$ cat src/rtl/exc_ctrl.sv
// Precise-exception / interrupt / ERET sequencer owning the single CP0 write port.
// Serialises EPC, Cause and Status updates, stalls meanwhile, then flushes and redirects.
module exc_ctrl #(
  parameter logic [31:0] EXC_VECTOR  = 32'h0000_0020,
  parameter logic [4:0]  ADDR_STATUS = 5'd12,
  parameter logic [4:0]  ADDR_CAUSE  = 5'd13,
  parameter logic [4:0]  ADDR_EPC    = 5'd14
) (
  input  logic        clk,
  input  logic        rst,
  input  logic        exc_valid,
  output logic        exc_ready,
  input  logic [4:0]  exc_type,
  input  logic [31:0] exc_pc,
  input  logic        exc_in_delay,
  input  logic [31:0] status_i,
  input  logic [31:0] cause_i,
  input  logic [31:0] epc_i,
  input  logic        pipe_we_i,
  input  logic [4:0]  pipe_waddr_i,
  input  logic [31:0] pipe_wdata_i,
  output logic        cp0_we_o,
  output logic [4:0]  cp0_waddr_o,
  output logic [31:0] cp0_wdata_o,
  output logic        stall_o,
  output logic        flush_o,
  output logic [31:0] new_pc_o
);

  localparam int unsigned CODE_W = 5;
  localparam int unsigned XLEN   = 32;

  localparam logic [CODE_W-1:0] CODE_INT = 5'd0;
  localparam logic [CODE_W-1:0] CODE_SYS = 5'd8;
  localparam logic [CODE_W-1:0] CODE_BP  = 5'd9;
  localparam logic [CODE_W-1:0] CODE_RI  = 5'd10;
  localparam logic [CODE_W-1:0] CODE_OV  = 5'd12;

  typedef enum logic [2:0] {IDLE, W_EPC, W_CAUSE, W_STATUS, REDIRECT} state_t;

  state_t            state;
  logic [CODE_W-1:0] code_lat;
  logic              bd_lat;
  logic              eret_lat;
  logic [XLEN-1:0]   epc_val_lat;
  logic [XLEN-1:0]   status_lat;
  logic [25:0]       cause_keep_lat;   // Cause[30:7] and Cause[1:0]
  logic [XLEN-1:0]   epc_lat;

  logic              int_pend;
  logic              accept;
  logic              sel_eret;
  logic [CODE_W-1:0] sel_code;

  // Decide whether this cycle's MEM-stage instruction is taken, and with which code.
  always_comb begin
    int_pend = status_i[0] & ~status_i[1] & (|(cause_i[15:8] & status_i[15:8]));
    accept   = rst && (state == IDLE) && exc_valid && (int_pend || (|exc_type));
    sel_eret = 1'b0;
    sel_code = CODE_INT;
    if (int_pend)         sel_code = CODE_INT;
    else if (exc_type[2]) sel_code = CODE_RI;
    else if (exc_type[3]) sel_code = CODE_OV;
    else if (exc_type[0]) sel_code = CODE_SYS;
    else if (exc_type[1]) sel_code = CODE_BP;
    else                  sel_eret = 1'b1;
  end

  always_ff @(posedge clk or negedge rst) begin
    if (!rst) begin
      state          <= IDLE;
      code_lat       <= '0;
      bd_lat         <= 1'b0;
      eret_lat       <= 1'b0;
      epc_val_lat    <= '0;
      status_lat     <= '0;
      cause_keep_lat <= '0;
      epc_lat        <= '0;
    end else begin
      case (state)
        IDLE: begin
          if (accept) begin
            code_lat       <= sel_code;
            bd_lat         <= exc_in_delay;
            eret_lat       <= sel_eret;
            epc_val_lat    <= exc_in_delay ? XLEN'(exc_pc - 32'd4) : exc_pc;
            status_lat     <= status_i;
            cause_keep_lat <= {cause_i[30:7], cause_i[1:0]};
            epc_lat        <= epc_i;
            state          <= sel_eret ? W_STATUS : W_EPC;
          end
        end
        W_EPC:    state <= W_CAUSE;
        W_CAUSE:  state <= W_STATUS;
        W_STATUS: state <= REDIRECT;
        REDIRECT: state <= IDLE;
        default:  state <= IDLE;
      endcase
    end
  end

  // CP0 port mux, stall and redirect decode.
  always_comb begin
    cp0_we_o    = 1'b0;
    cp0_waddr_o = '0;
    cp0_wdata_o = '0;
    stall_o     = 1'b0;
    flush_o     = 1'b0;
    new_pc_o    = '0;
    exc_ready   = (state == IDLE);
    case (state)
      IDLE: begin
        stall_o = accept;
        if (rst && !accept) begin
          cp0_we_o    = pipe_we_i;
          cp0_waddr_o = pipe_waddr_i;
          cp0_wdata_o = pipe_wdata_i;
        end
      end
      W_EPC: begin
        stall_o     = 1'b1;
        cp0_we_o    = 1'b1;
        cp0_waddr_o = ADDR_EPC;
        cp0_wdata_o = epc_val_lat;
      end
      W_CAUSE: begin
        stall_o     = 1'b1;
        cp0_we_o    = 1'b1;
        cp0_waddr_o = ADDR_CAUSE;
        cp0_wdata_o = {bd_lat, cause_keep_lat[25:2], code_lat, cause_keep_lat[1:0]};
      end
      W_STATUS: begin
        stall_o     = 1'b1;
        cp0_we_o    = 1'b1;
        cp0_waddr_o = ADDR_STATUS;
        cp0_wdata_o = eret_lat ? (status_lat & ~32'h2) : (status_lat | 32'h2);
      end
      REDIRECT: begin
        flush_o  = 1'b1;
        new_pc_o = eret_lat ? epc_lat : EXC_VECTOR;
      end
      default: ;
    endcase
  end

endmodule

$ cat config.mk
export PLATFORM = sky130hd
export DESIGN_NAME = exc_ctrl
export DESIGN_NICKNAME = d
export VERILOG_FILES = /design/src/rtl/exc_ctrl.sv
export SDC_FILE = /design/constraint.sdc
export NUM_CORES = 1
export LEC_CHECK = 0
export CAP_MARGIN = 30
export CORE_ASPECT_RATIO = 1.2
export CORE_MARGIN = 4
export CORE_UTILIZATION = 40
export CTS_CLUSTER_SIZE = 25
export DETAILED_ROUTE_END_ITERATION = 12
export GPL_ROUTABILITY_DRIVEN = 0
export PLACE_DENSITY = 0.72
export SLEW_MARGIN = 10
export SYNTH_ARGS = -nofsm -noshare
export SYNTH_HDL_FRONTEND = slang
export SYNTH_SLANG_ARGS = --single-unit
$ cat constraint.sdc
create_clock -name clk -period 5.3 [get_ports clk]
set_input_delay 0.53 -clock clk [delete_from_list [all_inputs] [get_ports clk]]
set_output_delay 0.53 -clock clk [all_outputs]
set_load 0.03 [all_outputs]
==> reports/results.txt, run 1 <==
Starting Density: 0.406
clk_lat worst skew: 0.42 ns
Die ar.: 0.0206 mm²
fmax: 237 MHz
CP Capture Type: output pin
syn avg cell area: 11.1 µm²
overall routing resource usage: 0.223
Synthesized Nets: 841
hpwl dp: 16,500 µm
first-pass GRT wire length: 36,100 µm
Tcrit/Tclk final: 0.797
RSZ-0062 raised after global routing: no
# setup viols final: 0
# diodes: 0
CP max-delay cell: clkdlybuf4s50_1
skew final: 0.00733 ns
cell area after synthesis: 0.00735 mm²
CTS tree: done
max incr delay on CP: 0.66 ns
pwr dens: 570 mW/mm²
critical path class: in2out
Yosys reg bits: 130
drt initial violations: 375
Layout area overhead: 43.2%
number of global-route vias before repair: 6,352
antenna viol nets, final: 0
CP top delay family: buffers and inverters
Pleak: 4.12 nW
CTS H-tree lvls: 4
Final TNS setup: 0 ns
buffer depth of the longest clock path: 2
crit path launch: rst
hold crit path type: reg2reg
CP max FO: 50
clock buffer count from CTS: 17
crit-path cells: dlygate4sd3_1, buf_6, nand3b_1, nor4_2, buf_4, a21o_4, buf_16, o22ai_1, clkdlybuf4s50_1
Worst Min Path Start: epc_lat[12]$_DFFE_PN0P_
largest net degree at the start of global routing: 142
chip width: 132 µm
fin util: 0.582
Syn Inst Count: 665
die height: 157 µm
root buffer cell: clkbuf_16
Peak VDD IR: 0.300 mV
post-synthesis cell type count: 57
wire per inst: 20.7 µm
Worst-path clk slew: 0.06 ns
I/O Buffers: 241
Detailed Routing Iterations Pass 1: 4
Post-CTS Setup Bufs: 0
Fillers: 1,525
Worst Path Buf+Inv: 5
CP Launch Type: primary input
post-CTS sizing: 0
ys flop type: dfrtp_1
r2r setup slk: 2.05 ns
Max-Cap Viols: 0
initial antenna violation count: 0
final routed DRC violation total: 0
Final min period: 4.22 ns
sequential fraction of the synthesis area: 0.442
Max-slew headroom: 0.397
required time of the critical path: 4.77 ns
Slew @ Worst Pin: 0.904 ns
final wirelength: 23,100 µm
nets@finish: 1,058
number of flops mapped to enable cells by yosys: 0
YS warnings: 0
Clock Sinks: 130
Hold Violations, Final: 0
core area: 0.0181 mm²
# rows: 54
Slew Viols, Final: 0
via count: 6,227
GR Overflow Total: 0
status: completed
Synth async-reset ratio: 1.00
Via density: 5.56
share of cells above drive strength 1: 0.219
Worst EP arrival: 3.69 ns
I/O pin total: 248
RR Startpoint: state[2]$_DFFE_PN0P_
-- state kept, by name (all words and copies together) (netlist names) --
register        cells
epc_lat            32
code_lat            4
status_lat         31
bd_lat              1
eret_lat            1
epc_val_lat        32
cause_keep_lat     26
state               3
-- path summary, 6_finish.rpt --
kind                       cells after the start                       to
max reg2reg                                    7  epc_lat[13]$_DFFE_PN0P_
max in group asynchronous                      3     state[2]$_DFFE_PN0P_
min in group asynchronous                      2     state[0]$_DFFE_PN0P_
max                                            9           cp0_wdata_o[4]
min reg2reg                                    1  epc_lat[12]$_DFFE_PN0P_
min                                            1  epc_lat[12]$_DFFE_PN0P_
-- placed cells by master, fill, tap and decap left out, types with 3 or more instances in the layout --
cell type / Yosys / final
nor4_1: 6 / 5
o22ai_1: 31 / 31
dfrtp_2: 0 / 3
nand2_1: 24 / 24
and2_1: 33 / 33
a22oi_1: 21 / 21
clkinv_2: 0 / 4
clkbuf_16: 0 / 17
nand3_1: 34 / 34
xor2_1: 5 / 5
buf_4: 1 / 10
xnor2_1: 8 / 8
o21a_1: 4 / 4
inv_1: 6 / 6
clkbuf_8: 0 / 4
dfrtp_1: 130 / 127
mux2_2: 99 / 99
a31oi_1: 15 / 15
nor3_1: 8 / 8
or4_1: 9 / 9
a211oi_1: 17 / 17
o21ai_0: 8 / 8
nand4_1: 8 / 8
nor2_1: 25 / 25
clkdlybuf4s50_1: 0 / 240
a211o_1: 3 / 3
or3_1: 8 / 8
mux2_4: 40 / 40
a21oi_1: 21 / 21
o31ai_1: 7 / 7
-- power breakdown --
part	internal, mW	switching (mW)	total [mW]
Sequential	1.50	0.376	1.87
Combinational	1.49	1.46	2.95
Clock	0.740	0.440	1.18
Total	3.73	2.27	6.00
-- worst register-to-register path, stage by stage, from the launching register on --
cell and delay (ns):
dfrtp_2 0.73, nand3b_1 0.34, nor4_2 0.24, buf_4 0.33
a21o_4 0.44, buf_16 0.31, buf_4 0.35, mux2_2 0.38
-- metrics by stage --
| stage | hold slack, ns | std cells | instance area [µm²] | setup WS [ns] | power (mW) |
|---|---|---|---|---|---|
| 4_1_cts | 0.499 | 1117 | 10500 | 0.658 | 6.03 |
| 2_1_floorplan | 0.234 | 665 | 7350 | 2.22 | 3.73 |
| 3_5_place_dp | 0.431 | 1084 | 9890 | 0.849 | 4.83 |
| 3_3_place_gp | 0.430 | 1084 | 9890 | 0.888 | 4.77 |
| 5_1_grt | 0.510 | 1119 | 10500 | 0.834 | 6.32 |
| 6_report | 0.493 | 1119 | 10500 | 1.08 | 6.00 |
-- synth_stat cells, drive strengths merged, types with 8 or more instances --
master  number  area share
a21oi       22       0.015
mux2       139        0.23
o22ai       31       0.026
and2        33       0.028
or4         11       0.012
a31oi       15       0.013
nand2       24       0.012
or3          8      0.0068
a22oi       21       0.021
nand4        8      0.0068
clkbuf      34       0.017
buf         23       0.020
dfrtp      130        0.44
a211oi      17       0.017
o21ai        8      0.0054
nor2        25       0.013
nand3       34       0.023
xnor2        8      0.0095
nor3         9      0.0068
-- per-layer routing --
layer	GRT usage	wire length, µm
met3	0.0444	1190
met5	0	0
met2	0.365	11200
met4	0.0750	452
met1	0.298	10200
-- final cells by class --
| type | count | area (µm²) | share of cell area |
|---|---|---|---|
| clock buffers | 23 | 488 | 0.0463 |
| clock inverters | 9 | 104 | 0.00986 |
| inverters | 6 | 22.5 | 0.00214 |
| multi-input cells | 472 | 3820 | 0.363 |
| flip-flops and latches | 130 | 3260 | 0.309 |
| well taps | 224 | 280 | 0.0266 |
| repair buffers | 255 | 2560 | 0.243 |
-- logic make-up after synthesis --
logic type,synth area share
XOR/XNOR,0.0155
flip-flops,0.442
multiplexers,0.236
buffers and inverters,0.0408
adder cells (fa/ha/maj),0.00170
AO/OA/AOI/OAI,0.127
AND/OR/NAND/NOR,0.137
-- repair_timing --
action / CTS / global route
endpoints found under the setup margin: 0 / 0
hold buffers: 1 / 0
hold endpoints to repair: 19 / 0
Note: power is estimated with default switching activity, not from simulation.
==> run 2, diff against run 1 <==
==> constraint.sdc (replaced) <==
create_clock -name clk -period 3.9 [get_ports clk]
set_input_delay 0.39 -clock clk [delete_from_list [all_inputs] [get_ports clk]]
set_output_delay 0.39 -clock clk [all_outputs]
set_load 0.03 [all_outputs]
==> run 2 against run 1 <==
Against the previous run: register-to-register slack worse by 1.1 ns; global-route usage shrank 0.71 points; utilization rose by 0.43 points; design area is 0.74% higher.
==> reports/results.txt, run 2 (same netlist as run 1, synthesis figures left out) <==
I/O Buffers: 241 (unchanged)
Worst EP arrival: 3.03 ns (was 3.69 ns)
core area: 0.0181 mm² (unchanged)
final wirelength: 22,700 µm (was 23,100 µm)
via count: 6,206 (was 6,227)
Via density: 5.52 (was 5.56)
Detailed Routing Iterations Pass 1: 4 (unchanged)
P_int: 5.23 mW (was 3.73 mW)
Hold Violations, Final: 0 (unchanged)
RSZ-0062 raised after global routing: no (unchanged)
commonest non-fill, non-tap cell in the layout: clkdlybuf4s50_1 (unchanged)
antenna viol nets, final: 0 (unchanged)
CP Launch Type: primary input (unchanged)
top flop regs: epc_lat x32, epc_val_lat x32, status_lat x31 (unchanged)
Post-CTS Setup Bufs: 0 (unchanged)
hold crit path type: reg2reg (unchanged)
status: completed (unchanged)
nets@finish: 1,064 (was 1,058)
Max-slew headroom: 0.397 (about the same)
final routed DRC violation total: 0 (unchanged)
I/O pin total: 248 (unchanged)
Layout area overhead: 44.3% (was 43.2%)
Seq. cell area: 0.00326 mm² (unchanged)
switch share: 0.370 (was 0.379)
footprint of the multi-input gates: 0.00383 mm² (was 0.00382 mm²)
Slew @ Worst Pin: 0.904 ns (about the same)
Inst Count DP: 1,091 (was 1,084)
Final Cell Area: 0.0106 mm² (was 0.0105 mm²)
post-CTS sizing: 0 (unchanged)
fmax: 292 MHz
first-pass GRT wire length: 35,100 µm (was 36,100 µm)
Non-Filler Instances: 1,125 (was 1,119)
Starting Density: 0.406 (unchanged)
chip width: 132 µm (unchanged)
required time of the critical path: 3.51 ns (was 4.77 ns)
# rows: 54 (unchanged)
crit path launch: rst (unchanged)
Peak VDD IR: 0.409 mV (was 0.300 mV)
RR Startpoint: state[2]$_DFFE_PN0P_ (unchanged)
r2r setup slk: 0.95 ns (was 2.05 ns)
CP max FO: 44 (was 50)
drt initial violations: 334 (was 375)
overall routing resource usage: 0.216 (was 0.223)
Final TNS setup: 0 ns (unchanged)
Slew Viols, Final: 0 (unchanged)
Final min period: 3.42 ns
most frequent cells in the layout: 231 x clkdlybuf4s50_1, 127 x dfrtp_1, 99 x mux2_2 (was 240 x clkdlybuf4s50_1, 127 x dfrtp_1, 99 x mux2_2)
root buffer cell: clkbuf_16 (unchanged)
RR Endpoint: epc_val_lat[8]$_DFFE_PN0P_ (was epc_lat[13]$_DFFE_PN0P_)
Max-Cap Viols: 0 (unchanged)
CP Capture Type: output pin (unchanged)
Worst-path clk slew: 0.05 ns (was 0.06 ns)
pwr dens: 783 mW/mm² (was 570 mW/mm²)
die height: 157 µm (unchanged)
Tcrit/Tclk final: 0.877
dpl cell area: 0.00993 mm² (was 0.00989 mm²)
sequential share of power: 0.301 (was 0.312)
clock buffer count from CTS: 17 (unchanged)
# setup viols final: 0 (unchanged)
Pleak: 4.19 nW (was 4.12 nW)
Switching Power: 3.07 mW (was 2.27 mW)
skew final: 0.00760 ns (was 0.00733 ns)
clk_lat worst skew: 0.42 ns (about the same)
number of global-route vias before repair: 6,130 (was 6,352)
Fillers: 1,521 (was 1,525)
# diodes: 0 (unchanged)
CP endpoint: cp0_wdata_o[20] (was cp0_wdata_o[4])
critical path class: in2out (unchanged)
Clock Sinks: 130 (unchanged)
wire per inst: 20.2 µm (was 20.7 µm)
Die ar.: 0.0206 mm² (unchanged)
CTS tree: done (unchanged)
pre-CTS WS: 0.402 ns (was 0.849 ns)
initial antenna violation count: 0 (unchanged)
buffer depth of the longest clock path: 2 (unchanged)
setup slack after layout: 0.479 ns (was 1.08 ns)
largest net degree at the start of global routing: 144 (was 142)
hpwl dp: 16,400 µm (was 16,500 µm)
Total Power: 8.31 mW (was 6.00 mW)
Comb pwr share: 0.486 (was 0.492)
share of cells above drive strength 1: 0.235 (was 0.219)
CTS H-tree lvls: 4 (unchanged)
Clock power frac: 0.213 (was 0.197)
GR Overflow Total: 0 (unchanged)
Reg2Reg Depth: 5 (was 7)
==> run 2: cell types whose count changed in the layout (fill, tap and decap cells not counted) <==
cell / before / now
buf_4: 10 / 25
clkdlybuf4s50_1: 240 / 231
bufinv_16: 2 / 5
clkinv_2: 4 / 1
clkbuf_8: 4 / 2
a21o_2: 0 / 1
buf_12: 1 / 2
buf_16: 1 / 0
buf_8: 1 / 0
clkbuf_1: 2 / 1
clkinv_4: 1 / 2
clkinvlp_4: 2 / 3
inv_6: 0 / 1
==> run 2: worst max-delay path, cell delays in order <==
cell,delay (ns)
dlygate4sd3_1,0.55
buf_6,0.13
buf_4,0.31
o2111a_1,0.36
a21o_4,0.33
buf_4,0.55
o22ai_1,0.18
buf_4,0.21
==> run 2: repair_timing <==
item | in CTS | in global routing
hold buffers | 1 | 0
endpoints found under the setup margin | 0 | 2
endpoints found under the hold margin | 1 | 0
==> run 2: power groups by stage <==
| stage | clock [mW] | combinational (mW) | sequential, mW |
|---|---|---|---|
| final | 1.77 | 4.04 | 2.50 |
| after global placement | 0 | 4.01 | 2.48 |
| after CTS | 1.80 | 4.07 | 2.50 |
| after global routing | 1.86 | 4.31 | 2.58 |
| after floorplan | 0 | 2.79 | 2.27 |
| after detailed placement | 0 | 4.04 | 2.51 |
==> run 2: stage by stage <==
step / util / hold slack [ns]
CTS: 0.585 / 0.497
global route: 0.586 / 0.506
detailed placement: 0.548 / 0.444
global placement: 0.548 / 0.445
finish: 0.586 / 0.495
floorplan: - / 0.0944
==> run 2: worst min path at each step <==
stage	startpoint	cells after the start	slack [ns]	endpoint
5_1_grt	epc_lat[14]$_DFFE_PN0P_	1	0.51	epc_lat[14]$_DFFE_PN0P_
3_5_place_dp	rst	2	0.44	code_lat[2]$_DFFE_PN0P_
4_1_cts	code_lat[3]$_DFFE_PN0P_	1	0.50	code_lat[3]$_DFFE_PN0P_
3_3_place_gp	rst	2	0.44	code_lat[2]$_DFFE_PN0P_
2_1_floorplan	rst	0	0.09	bd_lat$_DFFE_PN0P_
6_report	epc_lat[13]$_DFFE_PN0P_	1	0.49	epc_lat[13]$_DFFE_PN0P_
==> run 2: cell type report <==
type | instances | area share
repair buffers | 260 | 0.241
flip-flops and latches | 130 | 0.307
clock inverters | 12 | 0.0192
well taps | 224 | 0.0264
multi-input cells | 473 | 0.361
clock buffers | 20 | 0.0430
inverters | 6 | 0.00212
==> run 2: routing by layer <==
layer / vias up / GRT usage / share of wire / wire length [µm]
met2: 192 / 0.355 / 0.49 / 11100
li1: 2945 / - / - / -
met5: - / 0 / 0 / 0
met1: 3048 / 0.291 / 0.45 / 10300
met3: 21 / 0.0457 / 0.045 / 1020
met4: 0 / 0.0615 / 0.012 / 276
